### src/rtl/id_ex_hazard_stage.sv
// ID/EX pipeline register for the 5-stage RISC-V core.
//
// Captures the decoded instruction into the EX-stage register set. It also
// detects load-use hazards against the load currently in EX, and inserts
// bubbles for load-use stalls and taken-branch flushes. Two saturating
// counters record how many bubbles each cause has inserted.
//
// Ports:
//   clk, rst            core clock; synchronous active-high reset
//   *_id                decode-stage instruction fields and control bits
//   br_taken_ex         EX resolved a taken branch/jump this cycle
//   hold                memory-side freeze; ID/EX and counters keep value
//   *_ex                registered ID/EX fields for forwarding and EX
//   stall_if_id         combinational: hold PC and IF/ID this cycle
//   flush_id            combinational: squash IF/ID this cycle
//   lu_bubbles          saturating count of load-use bubbles
//   br_bubbles          saturating count of branch-flush bubbles
module id_ex_hazard_stage #(
  parameter int unsigned XLEN  = 32,
  parameter int unsigned CNT_W = 16
) (
  input  logic             clk,
  input  logic             rst,
  // decode side
  input  logic             valid_id,
  input  logic [XLEN-1:0]  pc_id,
  input  logic [XLEN-1:0]  imm_id,
  input  logic [XLEN-1:0]  rs1_data_id,
  input  logic [XLEN-1:0]  rs2_data_id,
  input  logic [4:0]       rs1_id,
  input  logic [4:0]       rs2_id,
  input  logic [4:0]       rd_id,
  input  logic             uses_rs1_id,
  input  logic             uses_rs2_id,
  input  logic             RUWr_id,
  input  logic             MemRd_id,
  input  logic             MemWr_id,
  input  logic             Branch_id,
  input  logic [3:0]       ALUOp_id,
  // pipeline control
  input  logic             br_taken_ex,
  input  logic             hold,
  // execute side
  output logic             valid_ex,
  output logic [XLEN-1:0]  pc_ex,
  output logic [XLEN-1:0]  imm_ex,
  output logic [XLEN-1:0]  rs1_data_ex,
  output logic [XLEN-1:0]  rs2_data_ex,
  output logic [4:0]       rs1_ex,
  output logic [4:0]       rs2_ex,
  output logic [4:0]       rd_ex,
  output logic             RUWr_ex,
  output logic             MemRd_ex,
  output logic             MemWr_ex,
  output logic             Branch_ex,
  output logic [3:0]       ALUOp_ex,
  // hazard requests
  output logic             stall_if_id,
  output logic             flush_id,
  // performance debug
  output logic [CNT_W-1:0] lu_bubbles,
  output logic [CNT_W-1:0] br_bubbles
);

  localparam logic [CNT_W-1:0] CntOne = CNT_W'(1);
  localparam logic [CNT_W-1:0] CntMax = {CNT_W{1'b1}};

  // ---------------------------------------------------------------------------
  // ID/EX state
  // ---------------------------------------------------------------------------
  logic            valid_q,    valid_d;
  logic [XLEN-1:0] pc_q,       pc_d;
  logic [XLEN-1:0] imm_q,      imm_d;
  logic [XLEN-1:0] rs1_data_q, rs1_data_d;
  logic [XLEN-1:0] rs2_data_q, rs2_data_d;
  logic [4:0]      rs1_q,      rs1_d;
  logic [4:0]      rs2_q,      rs2_d;
  logic [4:0]      rd_q,       rd_d;
  logic            ruwr_q,     ruwr_d;
  logic            memrd_q,    memrd_d;
  logic            memwr_q,    memwr_d;
  logic            branch_q,   branch_d;
  logic [3:0]      aluop_q,    aluop_d;

  logic [CNT_W-1:0] lu_cnt_q, lu_cnt_d;
  logic [CNT_W-1:0] br_cnt_q, br_cnt_d;

  // ---------------------------------------------------------------------------
  // Hazard detection
  // ---------------------------------------------------------------------------
  logic rs1_match;
  logic rs2_match;
  logic lu;
  logic take_decode;

  assign rs1_match = uses_rs1_id & (rs1_id == rd_q);
  assign rs2_match = uses_rs2_id & (rs2_id == rd_q);

  // x0 is never a real destination, so a load to x0 cannot create a hazard.
  assign lu = valid_q & memrd_q & (rd_q != 5'd0) & valid_id & (rs1_match | rs2_match);

  // A taken branch squashes the dependent instruction too, so it overrides lu.
  assign flush_id    = ~rst & ~hold & br_taken_ex;
  assign stall_if_id = ~rst & (hold | (lu & ~br_taken_ex));

  // Decode fields are captured only when no flush, no load-use stall and a
  // real instruction; every other non-hold case loads a bubble.
  assign take_decode = ~br_taken_ex & ~lu & valid_id;

  // ---------------------------------------------------------------------------
  // Next-state
  // ---------------------------------------------------------------------------
  always_comb begin
    valid_d    = valid_q;
    pc_d       = pc_q;
    imm_d      = imm_q;
    rs1_data_d = rs1_data_q;
    rs2_data_d = rs2_data_q;
    rs1_d      = rs1_q;
    rs2_d      = rs2_q;
    rd_d       = rd_q;
    ruwr_d     = ruwr_q;
    memrd_d    = memrd_q;
    memwr_d    = memwr_q;
    branch_d   = branch_q;
    aluop_d    = aluop_q;

    if (!hold) begin
      if (take_decode) begin
        valid_d    = 1'b1;
        pc_d       = pc_id;
        imm_d      = imm_id;
        rs1_data_d = rs1_data_id;
        rs2_data_d = rs2_data_id;
        rs1_d      = rs1_id;
        rs2_d      = rs2_id;
        rd_d       = rd_id;
        ruwr_d     = RUWr_id;
        memrd_d    = MemRd_id;
        memwr_d    = MemWr_id;
        branch_d   = Branch_id;
        aluop_d    = ALUOp_id;
      end else begin
        // Bubble: zero indices guarantee no forwarding match downstream.
        valid_d    = 1'b0;
        pc_d       = '0;
        imm_d      = '0;
        rs1_data_d = '0;
        rs2_data_d = '0;
        rs1_d      = '0;
        rs2_d      = '0;
        rd_d       = '0;
        ruwr_d     = 1'b0;
        memrd_d    = 1'b0;
        memwr_d    = 1'b0;
        branch_d   = 1'b0;
        aluop_d    = '0;
      end
    end
  end

  always_comb begin
    lu_cnt_d = lu_cnt_q;
    br_cnt_d = br_cnt_q;
    if (!hold) begin
      if (br_taken_ex) begin
        if (br_cnt_q != CntMax) br_cnt_d = br_cnt_q + CntOne;
      end else if (lu) begin
        if (lu_cnt_q != CntMax) lu_cnt_d = lu_cnt_q + CntOne;
      end
    end
  end

  // ---------------------------------------------------------------------------
  // State
  // ---------------------------------------------------------------------------
  always_ff @(posedge clk) begin
    if (rst) begin
      valid_q    <= 1'b0;
      pc_q       <= '0;
      imm_q      <= '0;
      rs1_data_q <= '0;
      rs2_data_q <= '0;
      rs1_q      <= '0;
      rs2_q      <= '0;
      rd_q       <= '0;
      ruwr_q     <= 1'b0;
      memrd_q    <= 1'b0;
      memwr_q    <= 1'b0;
      branch_q   <= 1'b0;
      aluop_q    <= '0;
      lu_cnt_q   <= '0;
      br_cnt_q   <= '0;
    end else begin
      valid_q    <= valid_d;
      pc_q       <= pc_d;
      imm_q      <= imm_d;
      rs1_data_q <= rs1_data_d;
      rs2_data_q <= rs2_data_d;
      rs1_q      <= rs1_d;
      rs2_q      <= rs2_d;
      rd_q       <= rd_d;
      ruwr_q     <= ruwr_d;
      memrd_q    <= memrd_d;
      memwr_q    <= memwr_d;
      branch_q   <= branch_d;
      aluop_q    <= aluop_d;
      lu_cnt_q   <= lu_cnt_d;
      br_cnt_q   <= br_cnt_d;
    end
  end

  // ---------------------------------------------------------------------------
  // Outputs
  // ---------------------------------------------------------------------------
  assign valid_ex    = valid_q;
  assign pc_ex       = pc_q;
  assign imm_ex      = imm_q;
  assign rs1_data_ex = rs1_data_q;
  assign rs2_data_ex = rs2_data_q;
  assign rs1_ex      = rs1_q;
  assign rs2_ex      = rs2_q;
  assign rd_ex       = rd_q;
  assign RUWr_ex     = ruwr_q;
  assign MemRd_ex    = memrd_q;
  assign MemWr_ex    = memwr_q;
  assign Branch_ex   = branch_q;
  assign ALUOp_ex    = aluop_q;
  assign lu_bubbles  = lu_cnt_q;
  assign br_bubbles  = br_cnt_q;

endmodule

### config.mk
export PLATFORM = sky130hd
export DESIGN_NAME = id_ex_hazard_stage
export DESIGN_NICKNAME = d
export VERILOG_FILES = /design/src/rtl/id_ex_hazard_stage.sv
export SDC_FILE = /design/constraint.sdc
export NUM_CORES = 1
export LEC_CHECK = 0
export ABC_AREA = 1
export BUFFER_PORTS_ARGS = -buffer_cell sky130_fd_sc_hd__buf_4
export CELL_PAD_IN_SITES_DETAIL_PLACEMENT = 1
export CELL_PAD_IN_SITES_GLOBAL_PLACEMENT = 2
export CORE_AREA = 2 2 204 146
export CTS_CLUSTER_SIZE = 24
export DETAILED_ROUTE_END_ITERATION = 16
export DIE_AREA = 0 0 206 148
export GPL_ROUTABILITY_DRIVEN = 1
export PLACE_DENSITY = 0.95
export REMOVE_ABC_BUFFERS = 1
export SKIP_CTS_REPAIR_TIMING = 1
export SYNTH_ARGS = -nofsm -noshare
export SYNTH_HDL_FRONTEND = slang
export SYNTH_SLANG_ARGS = --single-unit
### constraint.sdc
create_clock -name clk -period 2.91 [get_ports clk]
set_input_delay 0.291 -clock clk [delete_from_list [all_inputs] [get_ports clk]]
set_output_delay 0.291 -clock clk [all_outputs]
set_load 0.05 [all_outputs]
==> results of run 1 <==
[worst paths after layout]
| kind | slack [ns] | startpoint | cells past startpoint | to |
|---|---|---|---|---|
| setup / recovery | 0.65 | rd_ex[1] | 9 | stall_if_id |
| hold / removal | 0.13 | imm_id[19] | 3 | imm_ex[19] |
| setup reg to reg | 0.86 | br_bubbles[0] | 10 | br_bubbles[9] |
| hold reg to reg | 0.47 | rs1_data_ex[4] | 2 | rs1_data_ex[4] |
[power by group]
group	switching (mW)	internal, mW	leakage, nW	total, mW
logic	0.420	0.262	2.69	0.682
registers	0.0309	2.57	1.49	2.60
clock network	1.10	1.31	0.284	2.41
total	1.55	4.14	4.46	5.69
[registers in the layout, summed over array words and instances (netlist names)]
| signal | count |
|---|---|
| Branch_ex | 1 |
| rs1_data_ex | 32 |
| RUWr_ex | 1 |
| ALUOp_ex | 4 |
| rd_ex | 5 |
| pc_ex | 32 |
| lu_bubbles | 16 |
| rs2_ex | 5 |
| valid_ex | 1 |
| rs1_ex | 5 |
| rs2_data_ex | 32 |
| MemRd_ex | 1 |
| MemWr_ex | 1 |
| br_bubbles | 16 |
| imm_ex | 32 |
[area by class of cell]
class	count	area, um^2	area share
Clock buffer	20	447	0.0407
Inverter	41	154	0.0140
Tap cell	378	473	0.0430
Antenna cell	1	2.50	0.000228
Clock inverter	12	140	0.0128
Timing Repair Buffer	350	2680	0.244
Sequential cell	184	3680	0.335
Multi-Input combinational cell	699	3410	0.310
[placed cells by master (no fill, tap or decap), types with 3 or more instances in the layout]
cell type / count
nand2_2: 12
buf_4: 345
nand4_1: 6
nand2_1: 247
o21ai_1: 3
inv_6: 4
buf_12: 4
inv_1: 30
nor3_1: 9
xnor2_1: 9
xor2_1: 10
a21oi_1: 167
clkbuf_16: 17
a21oi_2: 10
nor2_4: 3
nand3_2: 3
inv_2: 11
dfxtp_1: 184
o21ai_0: 5
nand3_1: 163
nor2_1: 36
[layer usage]
layer  vias up  GRT usage  wire length, um
met5         -          0                0
met4         0     0.0546              558
met3        31     0.0615             2150
met2       219      0.294            12900
met1      3741      0.221            12400
li1       3882          -                -
[logic make-up after synthesis]
kind of cell | Yosys count
flip-flops | 184
buffers and inverters | 113
AO/OA/AOI/OAI | 187
adder cells (fa/ha/maj) | 2
AND/OR/NAND/NOR | 491
XOR/XNOR | 19
[worst max-delay path, delay by kind of cell, from the launching register on]
kind	cells	cell delay, ns
compound gates	1	0.21
buf+inv	2	0.31
flops	1	0.43
simple gates	6	0.58
==> run_results.csv, run 1 <==
group,metric,value,unit
status,status,"finished clean",
power_and_ir_drop,p_total,5.69,mW
timing,fin_setup_tns,0,ns
layout,post-route-util,0.386,
yosys,synth.area.mux_share,0,
placed_design,dp_hpwl,19.5,mm
worst_setup_path,crit_type,"flip-flop to output pin",
yosys,yosys.area_share.adder,0.00330,
detailed_routing,ant_nets,0,
power_and_ir_drop,ir_drop,0.355,mV
power_and_ir_drop,p_leak,4.46,nW
detailed_routing,detail_route.wl_per_cell,16.6,um
worst_setup_path,cp_max_fo,5,
yosys,synth_flop_cell,"dfxtp_1",
yosys,synthTopCellsByArea,"dfxtp_1 49%, nand2_1 12%, a21oi_1 11%, nand3_1 11%, clkbuf_1 2.1%",
worst_setup_path,cp_cell_sequence,"inv_2 > nand2_1 > nand2_1 > nor2_1 > nand3_2 > nand2_4 > nand2_4 > a211oi_1 > buf_4",
clocking,clockBufferDepth,2,
placed_design,placedCellCount,1652,
detailed_routing,first_pass_iters,4,
yosys,synth-warning-count,0,
detailed_routing,first_iter_violations,334,
grt,grt_pass1_vias,8081,
yosys,yosysSeqAreaShare,0.486,
layout,stdcell_area,11000,um^2
yosys,yosys.area_share.simple,0.295,
worst_setup_path,worst_path_max_delay_cell,"dfxtp_1",
placed_design,dp_slack,0.858,ns
clocking,cts_sinks,184,
yosys,syn_area_per_cell,7.60,um^2
placed_design,gp_congestion,0.785,
worst_setup_path,max_stage_delay,0.43,ns
layout,syn_to_final_growth,45.1,%
timing,rsz0062_at_grt,"false",
worst_setup_path,critPathArrivalTime,1.97,ns
yosys,synth_xor_area_frac,0.0220,
grt,grt_max_degree,150,
grt,grt_first_pass_wirelength,43.3,mm
worst_setup_path,crit_required,2.62,ns
clocking,htreeDepth,4,
clocking,path_clk_slew,0.08,ns
layout,fillers,3516,
timing,hold_ws,0.129,ns
clocking,cts_tree,"yes",
timing,clock_skew,0.0115,ns
clocking,cts_buffers,17,
yosys,yosysMostFrequentCell,"nand2_1",
grt,antenna_found_initial,1,
yosys,yosysUniqueCellTypes,33,
clocking,clock_latency,0.43,ns
timing,worst_pin_slew,0.730,ns
detailed_routing,via_per_inst,4.67,
timing,finalCritPeriodShare,0.777,
yosys,synth_top_area_frac,0.486,
detailed_routing,drc,0,
grt,gr-total-overflow,0,
floorplan,die-area,30500,um^2
yosys,synth_area_leader_cell,"dfxtp_1",
timing,setup_viol,0,
detailed_routing,wl,28.0,mm
layout,fin_nets,1453,
worst_setup_path,cp-start-kind,"flip-flop",
timing,fin_ws,0.649,ns
yosys,synth-edff-count,0,
yosys,synthCells,996,
detailed_routing,vias,7873,
yosys,synth_commonest_cells,"247 x nand2_1, 184 x dfxtp_1, 167 x a21oi_1, 163 x nand3_1, 42 x clkbuf_1",
layout,drive_gt1_frac,0.328,
timing,max_slew_margin,0.513,
timing,drv_slew,0,
placed_design,dpl_cell_area,10400,um^2
yosys,async_flop_share,0,
clocking,root_buffer,"clkbuf_16",
worst_hold_path,hold_path_class,"input port to flip-flop",
floorplan,die_y,148,um
yosys,synth_top_family_by_area,"simple AND/OR/NAND/NOR gates",
grt,track_usage,0.179,
worst_setup_path,end_kind,"output pin",
floorplan,fp-row-count,52,
yosys,synth-compound-area-share,0.129,
floorplan,die_w,206,um
floorplan,initial_core_util,0.266,
timing,timing.fmax,442,MHz
placed_design,io_buffers,343,
yosys,ys_seq_elements,184,
yosys,syn_area,7570,um^2
timing,fin_crit,2.26,ns
layout,final_cells,1685,
timing,hold_viol,0,
floorplan,io_pins,344,
floorplan,core,28500,um^2
power_and_ir_drop,pwr_density_cell,518,nW/um^2
run,maxCapViolCount,0,
Power figures use the tool's default switching activity.
==> run 2: changes to the inputs <==
ABC_AREA = 0   (was 1)
CORE_AREA = 2 2 191 137   (was 2 2 204 146)
DIE_AREA = 0 0 193 139   (was 0 0 206 148)
PLACE_DENSITY = 0.89   (was 0.95)
clock period = 2.35 ns   (was 2.91 ns; I/O delays follow)
==> run_results.csv, run 2 <==
group,metric,value,unit
run,maxCapViolCount,0,
placed_design,dp_hpwl,16.3,mm
yosys,yosysUniqueCellTypes,50,
worst_setup_path,worstReg2RegEnd,"lu_bubbles[3]",
yosys,yosysSeqAreaShare,0.574,
placed_design,gp_congestion,0.800,
clocking,cts_sinks,184,
worst_hold_path,whs_endpoint,"rs1_data_ex[18]",
timing,drv_slew,0,
floorplan,core,25100,um^2
yosys,synth-warning-count,0,
layout,syn_to_final_growth,61.9,%
worst_hold_path,holdPathStages,2,
timing,hold_viol,0,
detailed_routing,ant_nets,0,
grt,track_usage,0.163,
clocking,cts_tree,"yes",
grt,grt_first_pass_wirelength,34.2,mm
worst_setup_path,worstRegToRegCells,6,
detailed_routing,via_per_inst,4.75,
yosys,synth_area_leader_cell,"dfxtp_1",
timing,rsz0062_at_grt,"true",
grt,grt_max_degree,98,
floorplan,die-area,26800,um^2
worst_setup_path,crit_type,"flip-flop to output pin",
detailed_routing,first_pass_iters,5,
layout,final_common_cell,"buf_4",
timing,worst_pin_slew,0.492,ns
timing,fin_ws,0.122,ns
timing,hold_ws,0.0119,ns
worst_setup_path,r2r_slack,0.21,ns
worst_setup_path,crit_required,2.12,ns
detailed_routing,vias,6051,
detailed_routing,drc,0,
timing,max_slew_margin,0.664,
worst_hold_path,holdCritStartpoint,"rs1_data_id[18]",
status,status,"finished clean",
power_and_ir_drop,p_total,7.14,mW
yosys,synth_commonest_cells,"184 x dfxtp_1, 151 x a22o_1, 30 x clkbuf_1, 26 x nor2_1, 21 x xnor2_1",
timing,clock_skew,0.0133,ns
yosys,synthCells,560,
floorplan,io_pins,344,
timing,fin_setup_tns,0,ns
placed_design,dpl_cell_area,9370,um^2
layout,drive_gt1_frac,0.431,
yosys,synth_flop_cell,"dfxtp_1",
worst_setup_path,worstReg2RegStart,"lu_bubbles[0]",
yosys,syn_area,6420,um^2
grt,antenna_found_initial,0,
yosys,synthTopCellsByArea,"dfxtp_1 57%, a22o_1 21%, xnor2_1 2.9%, clkbuf_1 1.8%, nor2_1 1.5%",
timing,timing.fmax,449,MHz
clocking,clockBufferDepth,2,
layout,fin_nets,1090,
floorplan,die_w,193,um
detailed_routing,detail_route.wl_per_cell,18.0,um
placed_design,placedCellCount,1203,
yosys,synth-edff-count,0,
layout,diodes,0,
timing,setup_viol,0,
power_and_ir_drop,pwr_density_cell,686,nW/um^2
placed_design,dp_slack,0.217,ns
grt,grt_pass1_vias,5971,
worst_hold_path,hold_path_class,"input port to flip-flop",
power_and_ir_drop,ir_drop,0.462,mV
layout,stdcell_area,10400,um^2
detailed_routing,wl,22.9,mm
clocking,htreeDepth,4,
yosys,async_flop_share,0,
worst_setup_path,cp_max_fo,5,
yosys,ys_seq_elements,184,
floorplan,initial_core_util,0.256,
layout,post-route-util,0.414,
power_and_ir_drop,p_leak,4.62,nW
worst_setup_path,critPathArrivalTime,1.99,ns
timing,finalCritPeriodShare,0.948,
worst_setup_path,cp-start-kind,"flip-flop",
timing,fin_crit,2.23,ns
grt,gr-total-overflow,0,
layout,mostFrequentLayoutCells,"350 x buf_4, 184 x dfxtp_1, 151 x a22o_1, 39 x dlygate4sd3_1, 26 x nor2_1",
yosys,syn_area_per_cell,11.5,um^2
yosys,yosysMostFrequentCell,"dfxtp_1",
worst_setup_path,end_kind,"output pin",
clocking,root_buffer,"clkbuf_16",
floorplan,die_y,139,um
placed_design,io_buffers,343,
yosys,synth_top_area_frac,0.574,
detailed_routing,first_iter_violations,214,
floorplan,fp-row-count,49,
layout,final_cells,1274,
clocking,cts_buffers,17,
clocking,clock_latency,0.43,ns
clocking,path_clk_slew,0.07,ns
-- run 2: cell types whose count changed after synthesis, moves of 8 or more --
cell and change:
buf_2 -17, xnor2_1 +12, a21oi_1 -156, xor2_1 -8, nand2_1 -234, inv_1 -28, inv_2 -11, a21oi_2 -9
nand3_1 -155, nor2b_1 +8, a22o_1 +151, nand2_2 -11, clkbuf_1 -12, nor2_1 -10
-- run 2: kinds of logic after synthesis --
family                     after synthesis  share of synthesized area
AOI/OAI and AO/OA                      181                      0.237
xor gates and xnor gates                23                     0.0314
adders and majority gates                2                    0.00390
buffers and inverters                   43                     0.0281
DFF                                    184                      0.574
muxes                                   10                     0.0175
and+or+nand+nor                        117                      0.109
-- run 2: area by class of cell --
| cell class | instances | area, um^2 |
|---|---|---|
| Inverter | 2 | 7.51 |
| Sequential cell | 184 | 3680 |
| Clock buffer | 21 | 470 |
| Fill cell | 2810 | 14700 |
| Tap cell | 331 | 414 |
| Timing Repair Buffer | 392 | 3080 |
| Multi-Input combinational cell | 333 | 2580 |
| Clock inverter | 11 | 164 |
-- run 2: worst max path at each step --
stage	from	end	slack, ns	cells past startpoint
6_report	rd_ex[2]	stall_if_id	0.12	6
5_1_grt	rd_ex[2]	stall_if_id	0.0009	6
4_1_cts	rd_ex[2]	stall_if_id	-0.01	6
3_5_place_dp	lu_bubbles[0]	lu_bubbles[3]	0.22	6
3_3_place_gp	rd_ex[1]	lu_bubbles[9]	0.29	5
2_1_floorplan	rst	stall_if_id	-3.90	2
-- run 2: power by group --
group,leakage [nW],switching [mW],internal (mW),total [mW]
registers,1.49,0.0426,3.18,3.23
clock network,0.307,1.31,1.79,3.09
logic,2.82,0.452,0.365,0.817
-- run 2: metal layers --
metal	part of all wire	global-route usage
met1	0.43	0.204
met2	0.48	0.268
met3	0.081	0.0607
met4	0.012	0.0335
met5	0	0
-- run 2: critical path, stage by stage, from the launching register on --
cell and delay (ns):
dfxtp_1 0.36, xnor2_1 0.28, nand4_1 0.21, o22ai_2 0.19, buf_4 0.17, a31o_2 0.15
buf_4 0.19
==> run 3: changes to the inputs <==
REMOVE_ABC_BUFFERS = unset   (was 1)
==> run_results.csv, run 3 (synthesis results as in run 2) <==
group,metric,value,unit
status,status,"finished clean",
grt,grt_max_degree,94,
timing,rsz0062_at_grt,"false",
worst_setup_path,r2r_slack,0.19,ns
power_and_ir_drop,ir_drop,0.443,mV
worst_setup_path,worstReg2RegEnd,"lu_bubbles[13]",
layout,layout.area.seq,3680,um^2
grt,grt_first_pass_wirelength,33.4,mm
floorplan,die-area,26800,um^2
worst_setup_path,crit_type,"flip-flop to flip-flop",
clocking,clock_latency,0.42,ns
worst_hold_path,holdCritStartpoint,"pc_id[7]",
detailed_routing,ant_nets,0,
detailed_routing,drc,0,
floorplan,initial_core_util,0.256,
placed_design,io_buffers,343,
timing,fin_ws,0.191,ns
layout,diodes,0,
detailed_routing,wl,22.7,mm
grt,gr-total-overflow,0,
layout,drive_gt1_frac,0.430,
layout,mostFrequentLayoutCells,"353 x buf_4, 184 x dfxtp_1, 151 x a22o_1, 37 x dlygate4sd3_1, 26 x nor2_1",
worst_hold_path,holdPathStages,2,
worst_setup_path,critPathArrivalTime,2.52,ns
timing,max_slew_margin,0.565,
clocking,cts_buffers,17,
timing,hold_viol,0,
timing,fin_setup_tns,0,ns
layout,fillers,2780,
timing,drv_slew,0,
timing,fin_crit,2.16,ns
clocking,htreeDepth,4,
layout,syn_to_final_growth,60.9,%
worst_hold_path,whs_endpoint,"pc_ex[7]",
worst_setup_path,cp_max_fo,15,
timing,setup_viol,0,
detailed_routing,first_iter_violations,165,
timing,clock_skew,0.00842,ns
run,maxCapViolCount,0,
worst_setup_path,worstReg2RegStart,"rd_ex[4]",
worst_setup_path,end_kind,"flip-flop",
floorplan,fp-row-count,49,
placed_design,gp_congestion,0.763,
clocking,root_buffer,"clkbuf_16",
detailed_routing,via_per_inst,4.74,
timing,worst_pin_slew,0.652,ns
power_and_ir_drop,pwr_density_cell,669,nW/um^2
floorplan,core,25100,um^2
worst_setup_path,worstRegToRegCells,6,
detailed_routing,first_pass_iters,4,
clocking,clockBufferDepth,2,
clocking,path_clk_slew,0.07,ns
placed_design,dp_slack,0.197,ns
floorplan,die_y,139,um
grt,track_usage,0.160,
grt,antenna_found_initial,0,
floorplan,io_pins,344,
detailed_routing,detail_route.wl_per_cell,17.8,um
grt,grt_pass1_vias,5952,
layout,fin_nets,1091,
timing,timing.fmax,463,MHz
clocking,cts_sinks,184,
floorplan,die_w,193,um
power_and_ir_drop,p_leak,4.59,nW
detailed_routing,vias,6038,
layout,multi_input_area,2570,um^2
yosys,syn_nets,720,
worst_hold_path,hold_path_class,"input port to flip-flop",
worst_setup_path,crit_required,2.71,ns
worst_setup_path,cp-start-kind,"flip-flop",
layout,final_common_cell,"buf_4",
clocking,cts_tree,"yes",
timing,finalCritPeriodShare,0.919,
placed_design,dp_hpwl,16.2,mm
[run 3: cell types whose count changed in the layout (fill, tap and decap cells not counted), moves of 2 or more]
cell,before,now
buf_4,350,353
dlygate4sd3_1,39,37
inv_6,0,3
clkinv_4,5,2
clkinvlp_4,1,3
clkbuf_8,3,0
[run 3: stage by stage]
stage	hold WS, ns	power, mW	instances	utilization	cell area (um^2)
floorplan	0.361	3.67	560	-	6420
global placement	0.444	4.05	1206	0.374	9390
detailed placement	0.449	4.06	1206	0.374	9390
CTS	-0.0131	6.97	1236	0.396	9960
global route	-0.00737	7.20	1273	0.411	10300
finish	0.0168	6.91	1273	0.411	10300
[run 3: routing by layer]
metal / wire (um) / track usage / vias to the layer above
met5: 0 / 0 / -
met4: 455 / 0.0534 / 0
met3: 1810 / 0.0587 / 33
met2: 10600 / 0.251 / 221
met1: 9810 / 0.202 / 2924
li1: - / - / 2860
[run 3: critical path, stage by stage (launching register included)]
cell,delay (ns)
dfxtp_1,0.43
xnor2_1,0.16
nand4_1,0.16
o22a_1,0.43
buf_4,0.26
or4_1,0.51
a21oi_1,0.15
[run 3: how the worst max path moves through the flow]
stage	endpoint	start	slack, ns	cells past startpoint
floorplan	lu_bubbles[3]	lu_bubbles[0]	0.03	7
global placement	lu_bubbles[13]	rd_ex[4]	0.27	6
detailed placement	lu_bubbles[13]	rd_ex[1]	0.20	6
CTS	lu_bubbles[13]	rd_ex[4]	0.19	6
global route	lu_bubbles[13]	rd_ex[4]	0.04	6
finish	lu_bubbles[13]	rd_ex[4]	0.19	6
[run 3: area by class of cell]
type	instances	area share
sequential	184	0.357
timing repair buffer	393	0.298
multi-input combinational	333	0.249
clock buffer	18	0.0415
tap	331	0.0401
clock inverter	12	0.0138
inverter	2	0.000727
[run 3: where the power goes]
part	switching, mW	internal [mW]
logic	0.451	0.363
registers	0.0418	3.18
clock network	1.29	1.58
